[config.mk]
export PLATFORM = sky130hd
export DESIGN_NAME = symbol_mapper_iq
export DESIGN_NICKNAME = d
export VERILOG_FILES = /design/src/rtl/symbol_mapper_iq.sv
export SDC_FILE = /design/constraint.sdc
export NUM_CORES = 1
export LEC_CHECK = 0
export ABC_CLOCK_PERIOD_IN_PS = 2200
export BUFFER_PORTS_ARGS = -buffer_cell sky130_fd_sc_hd__buf_2
export CAP_MARGIN = 20
export CORE_ASPECT_RATIO = 0.6
export CORE_MARGIN = 5
export CORE_UTILIZATION = 54
export CTS_BUF_LIST = sky130_fd_sc_hd__clkbuf_4 sky130_fd_sc_hd__clkbuf_8
export CTS_CLUSTER_SIZE = 8
export DETAILED_ROUTE_END_ITERATION = 10
export MAX_ROUTING_LAYER = met4
export PLACE_DENSITY = 0.8
export SYNTH_ARGS = -nofsm -noshare
export SYNTH_HDL_FRONTEND = slang
export SYNTH_SLANG_ARGS = --single-unit
[constraint.sdc]
create_clock -name i_clk -period 2.2 [get_ports i_clk]
set_input_delay 0.66 -clock i_clk [delete_from_list [all_inputs] [get_ports i_clk]]
set_output_delay 0.66 -clock i_clk [all_outputs]
set_load 0.01 [all_outputs]
[src/rtl/symbol_mapper_iq.sv]
// ---------------------------------------------------------------------------
// symbol_mapper_iq
//   Serialises data bytes MSB-first into BPSK / QPSK / 16-QAM symbols and
//   maps each symbol to signed I/Q amplitudes for the IQ pulse shaper.
//
// Ports
//   i_clk       clock
//   i_reset     synchronous, active-high reset
//   i_valid     input byte valid
//   o_ready     mapper can accept a byte this cycle (combinational)
//   i_data      data byte, MSB transmitted first
//   i_mode      00 BPSK, 01 QPSK, 10 16-QAM, 11 treated as QPSK
//   o_valid     output symbol valid (registered)
//   i_ready     downstream accepts the presented symbol
//   o_sample_i  signed I amplitude
//   o_sample_q  signed Q amplitude
//   o_first     presented symbol is the first symbol of its byte
// ---------------------------------------------------------------------------
module symbol_mapper_iq #(
    parameter int OW  = 16,
    parameter int AMP = 12000
) (
    input  logic                 i_clk,
    input  logic                 i_reset,
    input  logic                 i_valid,
    output logic                 o_ready,
    input  logic [7:0]           i_data,
    input  logic [1:0]           i_mode,
    output logic                 o_valid,
    input  logic                 i_ready,
    output logic signed [OW-1:0] o_sample_i,
    output logic signed [OW-1:0] o_sample_q,
    output logic                 o_first
);

    localparam int L = AMP / 3;

    localparam logic signed [OW-1:0] POS_A = OW'(AMP);
    localparam logic signed [OW-1:0] NEG_A = -POS_A;
    localparam logic signed [OW-1:0] POS_L = OW'(L);
    localparam logic signed [OW-1:0] NEG_L = -POS_L;

    localparam logic [1:0] MODE_BPSK = 2'b00;
    localparam logic [1:0] MODE_QAM  = 2'b10;

    // Gray-coded 16-QAM axis levels indexed by the two axis bits:
    // 00 -> +A, 01 -> +L, 11 -> -L, 10 -> -A.
    logic signed [OW-1:0] level_lut [4];

    genvar gi;
    generate
        for (gi = 0; gi < 4; gi++) begin : g_level
            assign level_lut[gi] = (gi == 0) ? POS_A :
                                   (gi == 1) ? POS_L :
                                   (gi == 3) ? NEG_L : NEG_A;
        end
    endgenerate

    // Registered state
    logic [7:0]           shift_reg,  shift_next;
    logic [3:0]           remain_reg, remain_next;   // symbols not yet presented
    logic [1:0]           mode_reg,   mode_next;
    logic                 valid_reg,  valid_next;
    logic                 first_reg,  first_next;
    logic signed [OW-1:0] samp_i_reg, samp_i_next;
    logic signed [OW-1:0] samp_q_reg, samp_q_next;

    // Source of the symbol about to be loaded: a freshly accepted byte maps
    // straight from i_data so its first symbol appears the next cycle.
    logic       accept;
    logic       advance;
    logic [7:0] src_bits;
    logic [1:0] src_mode;

    function automatic logic [7:0] shift_out(input logic [7:0] bits, input logic [1:0] mode);
        case (mode)
            MODE_BPSK: shift_out = {bits[6:0], 1'b0};
            MODE_QAM:  shift_out = {bits[3:0], 4'b0000};
            default:   shift_out = {bits[5:0], 2'b00};
        endcase
    endfunction

    function automatic logic [3:0] symbols_left(input logic [1:0] mode);
        // Symbols still to present after the first one of a byte.
        case (mode)
            MODE_BPSK: symbols_left = 4'd7;
            MODE_QAM:  symbols_left = 4'd1;
            default:   symbols_left = 4'd3;
        endcase
    endfunction

    assign o_ready  = (remain_reg == 4'd0) && (!valid_reg || i_ready);
    assign accept   = i_valid && o_ready;
    assign advance  = !valid_reg || i_ready;
    assign src_bits = accept ? i_data : shift_reg;
    assign src_mode = accept ? i_mode : mode_reg;

    always_comb begin
        shift_next  = shift_reg;
        remain_next = remain_reg;
        mode_next   = mode_reg;
        valid_next  = valid_reg;
        first_next  = first_reg;
        samp_i_next = samp_i_reg;
        samp_q_next = samp_q_reg;

        if (accept || (advance && remain_reg != 4'd0)) begin
            valid_next = 1'b1;
            shift_next = shift_out(src_bits, src_mode);
            case (src_mode)
                MODE_BPSK: begin
                    samp_i_next = src_bits[7] ? NEG_A : POS_A;
                    samp_q_next = '0;
                end
                MODE_QAM: begin
                    samp_i_next = level_lut[src_bits[7:6]];
                    samp_q_next = level_lut[src_bits[5:4]];
                end
                default: begin
                    samp_i_next = src_bits[7] ? NEG_A : POS_A;
                    samp_q_next = src_bits[6] ? NEG_A : POS_A;
                end
            endcase
            if (accept) begin
                mode_next   = i_mode;
                first_next  = 1'b1;
                remain_next = symbols_left(i_mode);
            end else begin
                first_next  = 1'b0;
                remain_next = remain_reg - 4'd1;
            end
        end else if (i_ready) begin
            // Presented symbol consumed and nothing pending behind it.
            valid_next = 1'b0;
        end
    end

    always_ff @(posedge i_clk) begin
        if (i_reset) begin
            shift_reg  <= '0;
            remain_reg <= '0;
            mode_reg   <= '0;
            valid_reg  <= 1'b0;
            first_reg  <= 1'b0;
            samp_i_reg <= '0;
            samp_q_reg <= '0;
        end else begin
            shift_reg  <= shift_next;
            remain_reg <= remain_next;
            mode_reg   <= mode_next;
            valid_reg  <= valid_next;
            first_reg  <= first_next;
            samp_i_reg <= samp_i_next;
            samp_q_reg <= samp_q_next;
        end
    end

    assign o_valid    = valid_reg;
    assign o_first    = first_reg;
    assign o_sample_i = samp_i_reg;
    assign o_sample_q = samp_q_reg;

endmodule

# [Yosys cells after proc, flatten, opt, wreduce, memory -nomap -nowiden]
# Index checks and enable logic that the tools add are counted.
[totals] elab_cells=43 ram_bits=0 register_bits=48 input_bits=14 output_inout_bits=35 memories=0 mem_bits_ro=0 latchBits=0
[classes] bitwise_logic=2 eq_ne=2 reduce_logical=11 n_div=0 order_cmp=2 add_sub_neg=1 n_mul=0 shift=0 muxes=18
[op_table] op="$mux 16" n=7
[op_table] op="$bmux 16 s2" n=2
[op_table] op="$pmux 16 s2" n=1
[op_table] op="$pmux 8 s2" n=1
[op_table] op="$mux 8" n=1
[op_table] op="$ge 3x3->1 const B" n=2
[op_table] op="$not 2->3" n=2
[op_table] op="$pmux 3 s2" n=1
[op_table] op="$eq 2x2->1 const B" n=2
[op_table] op="$logic_not 2->1" n=2
[op_table] op="$logic_not 4->1" n=1
[op_table] op="$mux 4" n=1
[op_table] op="$reduce_bool 4->1" n=1
[op_table] op="$sub 4x1->4 const B" n=1
[op_table] op="$logic_and 1x1->1" n=3
[op_table] op="$mux 1" n=3
[op_table] op="$logic_or 1x1->1" n=2
[op_table] op="$mux 2" n=1
[op_table] op="$reduce_bool 2->1" n=1
[op_table] op="$logic_not 1->1" n=1

# [Depth between registers and ports, before layout]
[depth] depth_word=10 ltp_mapped=8 depth_no_buf=6

# [Worst setup path after synthesis]
# Ideal clock, no wire load.
[synth_path] path_kind="flip-flop to output port" startpoint="reg remain_reg[0]" endpoint="out o_ready" required_time_ps=1540 path_slack_ps=271 path_stages_with_launch=6 n_path_buf=1 arrival_time_ps=1269 cell_sequence="dfxtp_1 > inv_1 > ha_1 > or3b_4 > clkbuf_8 > nor2_1"
[synth_via] elab_chain_cells=2
[synth_lines] element="start, declared" line="61" source="logic [3:0] remain_reg, remain_next;"
[synth_lines] element="start signal, assigned" line="149" source="remain_reg <= remain_next;"
[synth_lines] element="$logic_not 4->1" line="92" source="assign o_ready = (remain_reg == 4'd0) && (!valid_reg || i_ready);"
[synth_lines] element="$logic_and 1x1->1" line="92"
[synth_lines] element="end, declared" line="26" source="output logic o_ready,"
# No other way between the ends.

# [Worst setup path after layout]
[layout_path] startpoint="reg remain_reg[1]" endpoint="out o_ready"
# Same word-level chain as after synthesis.

==> impl_metrics.xml <==
<?xml version="1.0" encoding="UTF-8"?>
<metrics>
  <group name="pwr">
    <metric name="p_switching" unit="W">0.00108</metric>
    <metric name="clk_network_pwr_share" unit="">0.116</metric>
    <metric name="power_leakage" unit="nW">0.783</metric>
    <metric name="seq_power_share" unit="">0.311</metric>
    <metric name="netSwitchingFraction" unit="">0.437</metric>
    <metric name="comb_power_share" unit="">0.573</metric>
    <metric name="power.ir.vdd_worst" unit="mV">0.452</metric>
    <metric name="p_int" unit="W">0.00139</metric>
    <metric name="power_density" unit="mW/mm2">1310</metric>
  </group>
  <group name="synthesis">
    <metric name="synth.ff_latch_count" unit="">25</metric>
    <metric name="synth.yosys.seq_area_share" unit="">0.288</metric>
    <metric name="post-synth-top-area-fraction" unit="">0.288</metric>
    <metric name="async_flop_share" unit="">0</metric>
    <metric name="dominantRegCellSynth" unit="">sky130_fd_sc_hd__dfxtp_1</metric>
    <metric name="yosysUniqueCellTypes" unit="">44</metric>
    <metric name="synthesis.yosys.warnings" unit="">0</metric>
    <metric name="cell_with_the_most_instances_after_synthesis" unit="">sky130_fd_sc_hd__dfxtp_1</metric>
    <metric name="synth_top_area_cell" unit="">sky130_fd_sc_hd__dfxtp_1</metric>
    <metric name="post_synth_main_area_contributors" unit="">sky130_fd_sc_hd__dfxtp_1, sky130_fd_sc_hd__buf_4, sky130_fd_sc_hd__clkbuf_8</metric>
    <metric name="netlist_area" unit="mm2">0.00174</metric>
    <metric name="synth_edf_count" unit="">0</metric>
    <metric name="syn_inst" unit="">199</metric>
    <metric name="per_instance_average_area_after_synthesis" unit="um2">8.73</metric>
    <metric name="synth.top_cells.by_count" unit="">sky130_fd_sc_hd__dfxtp_1, sky130_fd_sc_hd__buf_4, sky130_fd_sc_hd__nor2_1, sky130_fd_sc_hd__nand2_1, sky130_fd_sc_hd__a21oi_1</metric>
  </group>
  <group name="floorplan">
    <metric name="initial_utilization" unit="">0.582</metric>
    <metric name="io_pins" unit="">49</metric>
    <metric name="die_w" unit="um">83.2</metric>
    <metric name="count_of_standard_cell_rows" unit="">15</metric>
    <metric name="core_region_area" unit="mm2">0.00298</metric>
    <metric name="floorplan.die.height" unit="um">53.9</metric>
    <metric name="die_area" unit="mm2">0.00449</metric>
  </group>
  <group name="clock_network">
    <metric name="cts_root_buffer" unit="">sky130_fd_sc_hd__clkbuf_8</metric>
    <metric name="cts_inserted_buffers" unit="">3</metric>
    <metric name="clock-sinks" unit="">25</metric>
    <metric name="tritoncts" unit="">yes</metric>
    <metric name="cts_clk_pin_slew_worst_paths" unit="ns">0.08</metric>
    <metric name="clock_insertion_delay_worst_skew" unit="ns">0.27</metric>
    <metric name="htreeDepth" unit="">1</metric>
    <metric name="cts.path.max_buffers" unit="">2</metric>
  </group>
  <group name="layout">
    <metric name="layout-drive-gt1-share" unit="">0.326</metric>
    <metric name="multiInputGateArea" unit="um2">936</metric>
    <metric name="largest_register_ff_count" unit="">7</metric>
    <metric name="n_fill_cell" unit="">274</metric>
    <metric name="n_diodes" unit="">0</metric>
    <metric name="area.growth.synth_to_final" unit="%">8.29</metric>
    <metric name="finish.instance_area" unit="mm2">0.00188</metric>
    <metric name="net_count_of_the_finished_layout" unit="">244</metric>
    <metric name="ff_latch_area" unit="um2">503</metric>
  </group>
  <group name="global_routing">
    <metric name="grt_pass1_wl" unit="um">7200</metric>
    <metric name="vias_in_the_first_global_route" unit="">1455</metric>
    <metric name="maximum_number_of_pins_on_one_net_before_global_route_repair" unit="">27</metric>
    <metric name="antenna_found_initial" unit="">0</metric>
    <metric name="groute.usage.overall" unit="">0.213</metric>
    <metric name="grt_remaining_overflow" unit="">0</metric>
  </group>
  <group name="critical_path">
    <metric name="critical_path_required" unit="ns">1.54</metric>
    <metric name="cpLargestDelayFamily" unit="">simple AND/OR/NAND/NOR gates</metric>
    <metric name="worst_setup_path_end_kind" unit="">output port</metric>
    <metric name="worst-endpoint-arrival" unit="ns">1.48</metric>
    <metric name="path_cells" unit="">inv_1 &gt; ha_2 &gt; or3b_4 &gt; nor2_4 &gt; buf_6</metric>
    <metric name="worstSetupStartpointType" unit="">register</metric>
    <metric name="crit_path_max_incr_delay" unit="ns">0.40</metric>
    <metric name="crit_type" unit="">register to output port</metric>
    <metric name="path_max_fanout" unit="">3</metric>
    <metric name="timing.critical_path.buf_inv" unit="">2</metric>
    <metric name="worst_path_max_delay_cell" unit="">sky130_fd_sc_hd__or3b_4</metric>
    <metric name="cp_num_cells" unit="">5</metric>
    <metric name="number_of_cell_instances_on_the_worst_register_to_register_path" unit="">7</metric>
  </group>
  <group name="outcome">
    <metric name="run_status" unit="">completed</metric>
  </group>
  <group name="placed_design">
    <metric name="detailed_place_hpwl" unit="um">3150</metric>
    <metric name="port_buffers" unit="">38</metric>
    <metric name="gpl.final_weighted_congestion" unit="">0.983</metric>
    <metric name="placement.cell_area" unit="mm2">0.00180</metric>
  </group>
  <group name="min_path">
    <metric name="hold_path.class" unit="">register to register</metric>
    <metric name="hold_path_depth" unit="">2</metric>
  </group>
  <group name="timing">
    <metric name="period_minus_slack" unit="ns">2.14</metric>
    <metric name="slew_violations" unit="">0</metric>
    <metric name="hold_violations" unit="">0</metric>
    <metric name="worst_slew_pin_slew" unit="ns">0.558</metric>
    <metric name="rsz0062_at_grt" unit="">true</metric>
    <metric name="setup_viol" unit="">0</metric>
    <metric name="clock_skew" unit="ns">0.00442</metric>
    <metric name="maximum_clock_frequency" unit="GHz">0.468</metric>
    <metric name="min_period_over_period" unit="">0.972</metric>
    <metric name="slew-limit-headroom" unit="">0.627</metric>
    <metric name="setup_total_negative_slack" unit="ns">0</metric>
  </group>
  <group name="routing">
    <metric name="mean_routed_wirelength_per_cell" unit="um">16.6</metric>
    <metric name="avgViaCountPerCell" unit="">5.86</metric>
    <metric name="antenna_violating_nets_post_route" unit="">0</metric>
    <metric name="dr_total_vias" unit="">1576</metric>
    <metric name="initialDrtViolationCount" unit="">185</metric>
    <metric name="number_of_iterations_in_the_first_detailed_routing_pass" unit="">4</metric>
    <metric name="routed_wl" unit="um">4460</metric>
    <metric name="drc" unit="">0</metric>
  </group>
  <group name="run">
    <metric name="maxCapViolations" unit="">0</metric>
  </group>
</metrics>
[cell families after synthesis]
logic type      synth area share
other cells              0.00216
xor+xnor                  0.0303
flops                      0.288
simple gates               0.187
compound gates             0.233
mux                       0.0439
buf+inv                    0.202
fa+ha+maj                 0.0144
[path summary, 6_finish.rpt]
| kind | startpoint | end | slack (ns) |
|---|---|---|---|
| hold reg to reg | o_sample_q[5] | o_sample_q[5] | 0.47 |
| setup reg to reg | remain_reg[1] | shift_reg[7] | 0.11 |
| hold / removal | o_sample_q[5] | o_sample_q[5] | 0.47 |
| setup / recovery | remain_reg[1] | o_ready | 0.06 |
[worst reg2reg max path, cell delays in order (launching register included)]
cell                       delay, ns
sky130_fd_sc_hd__dfxtp_2        0.34
sky130_fd_sc_hd__inv_1          0.08
sky130_fd_sc_hd__ha_2           0.18
sky130_fd_sc_hd__or3b_4         0.40
sky130_fd_sc_hd__buf_4          0.20
sky130_fd_sc_hd__nor4_4         0.24
sky130_fd_sc_hd__a2bb2o_1       0.33
sky130_fd_sc_hd__a311oi_1       0.25
[metal layers]
metal	global-route usage	vias up	wire, um
li1	-	754	-
met1	0.270	716	1940
met5	-	-	0
met3	0.0566	15	491
met2	0.315	91	1880
met4	0.114	0	144
[stage by stage]
stage / power [W] / worst slack (ns) / cells / utilization / hold WS (ns)
floorplan: 0.00183 / 0.271 / 208 / - / 0.445
global placement: 0.00205 / 0.122 / 264 / 0.603 / 0.448
detailed placement: 0.00206 / 0.0670 / 264 / 0.603 / 0.441
CTS: 0.00240 / 0.0213 / 269 / 0.622 / 0.462
global route: 0.00265 / -0.00467 / 269 / 0.630 / 0.477
finish: 0.00247 / 0.0626 / 269 / 0.630 / 0.470
[cell type report]
| class | instances | share of cell area |
|---|---|---|
| well taps | 42 | 0.0279 |
| inverters | 5 | 0.00998 |
| clock buffers | 4 | 0.0259 |
| flip-flops and latches | 25 | 0.267 |
| multi-input cells | 140 | 0.498 |
| repair buffers | 53 | 0.171 |
[timing repair]
action                     4_1_cts  5_1_grt
hold buffers                     0        0
setup endpoints to repair        1       11
pin swaps                        0        1
setup buffers                    1        0
resized for setup                0        8
[cells in the final DEF, fill, tap and decap left out, drive strengths merged, types with 4 or more instances in the layout]
master	instances
dfxtp	25
mux2	5
a22oi	4
a2bb2o	4
o31ai	5
nor2	21
inv	4
xor2	5
buf	53
nand2	13
nand4	6
a311oi	8
a21oi	11
nor3b	4
nand3	5
clkbuf	4
a211oi	7
conb	10
[power by group through the flow]
stage,Sequential [W],Combinational [W],Clock (W)
finish,0.000768,0.00141,0.000286
global route,0.000793,0.00154,0.000314
CTS,0.000756,0.00135,0.000295
detailed placement,0.000762,0.00130,0
global placement,0.000761,0.00129,0
floorplan,0.000767,0.00106,0
(Power assumes the default switching activity.)
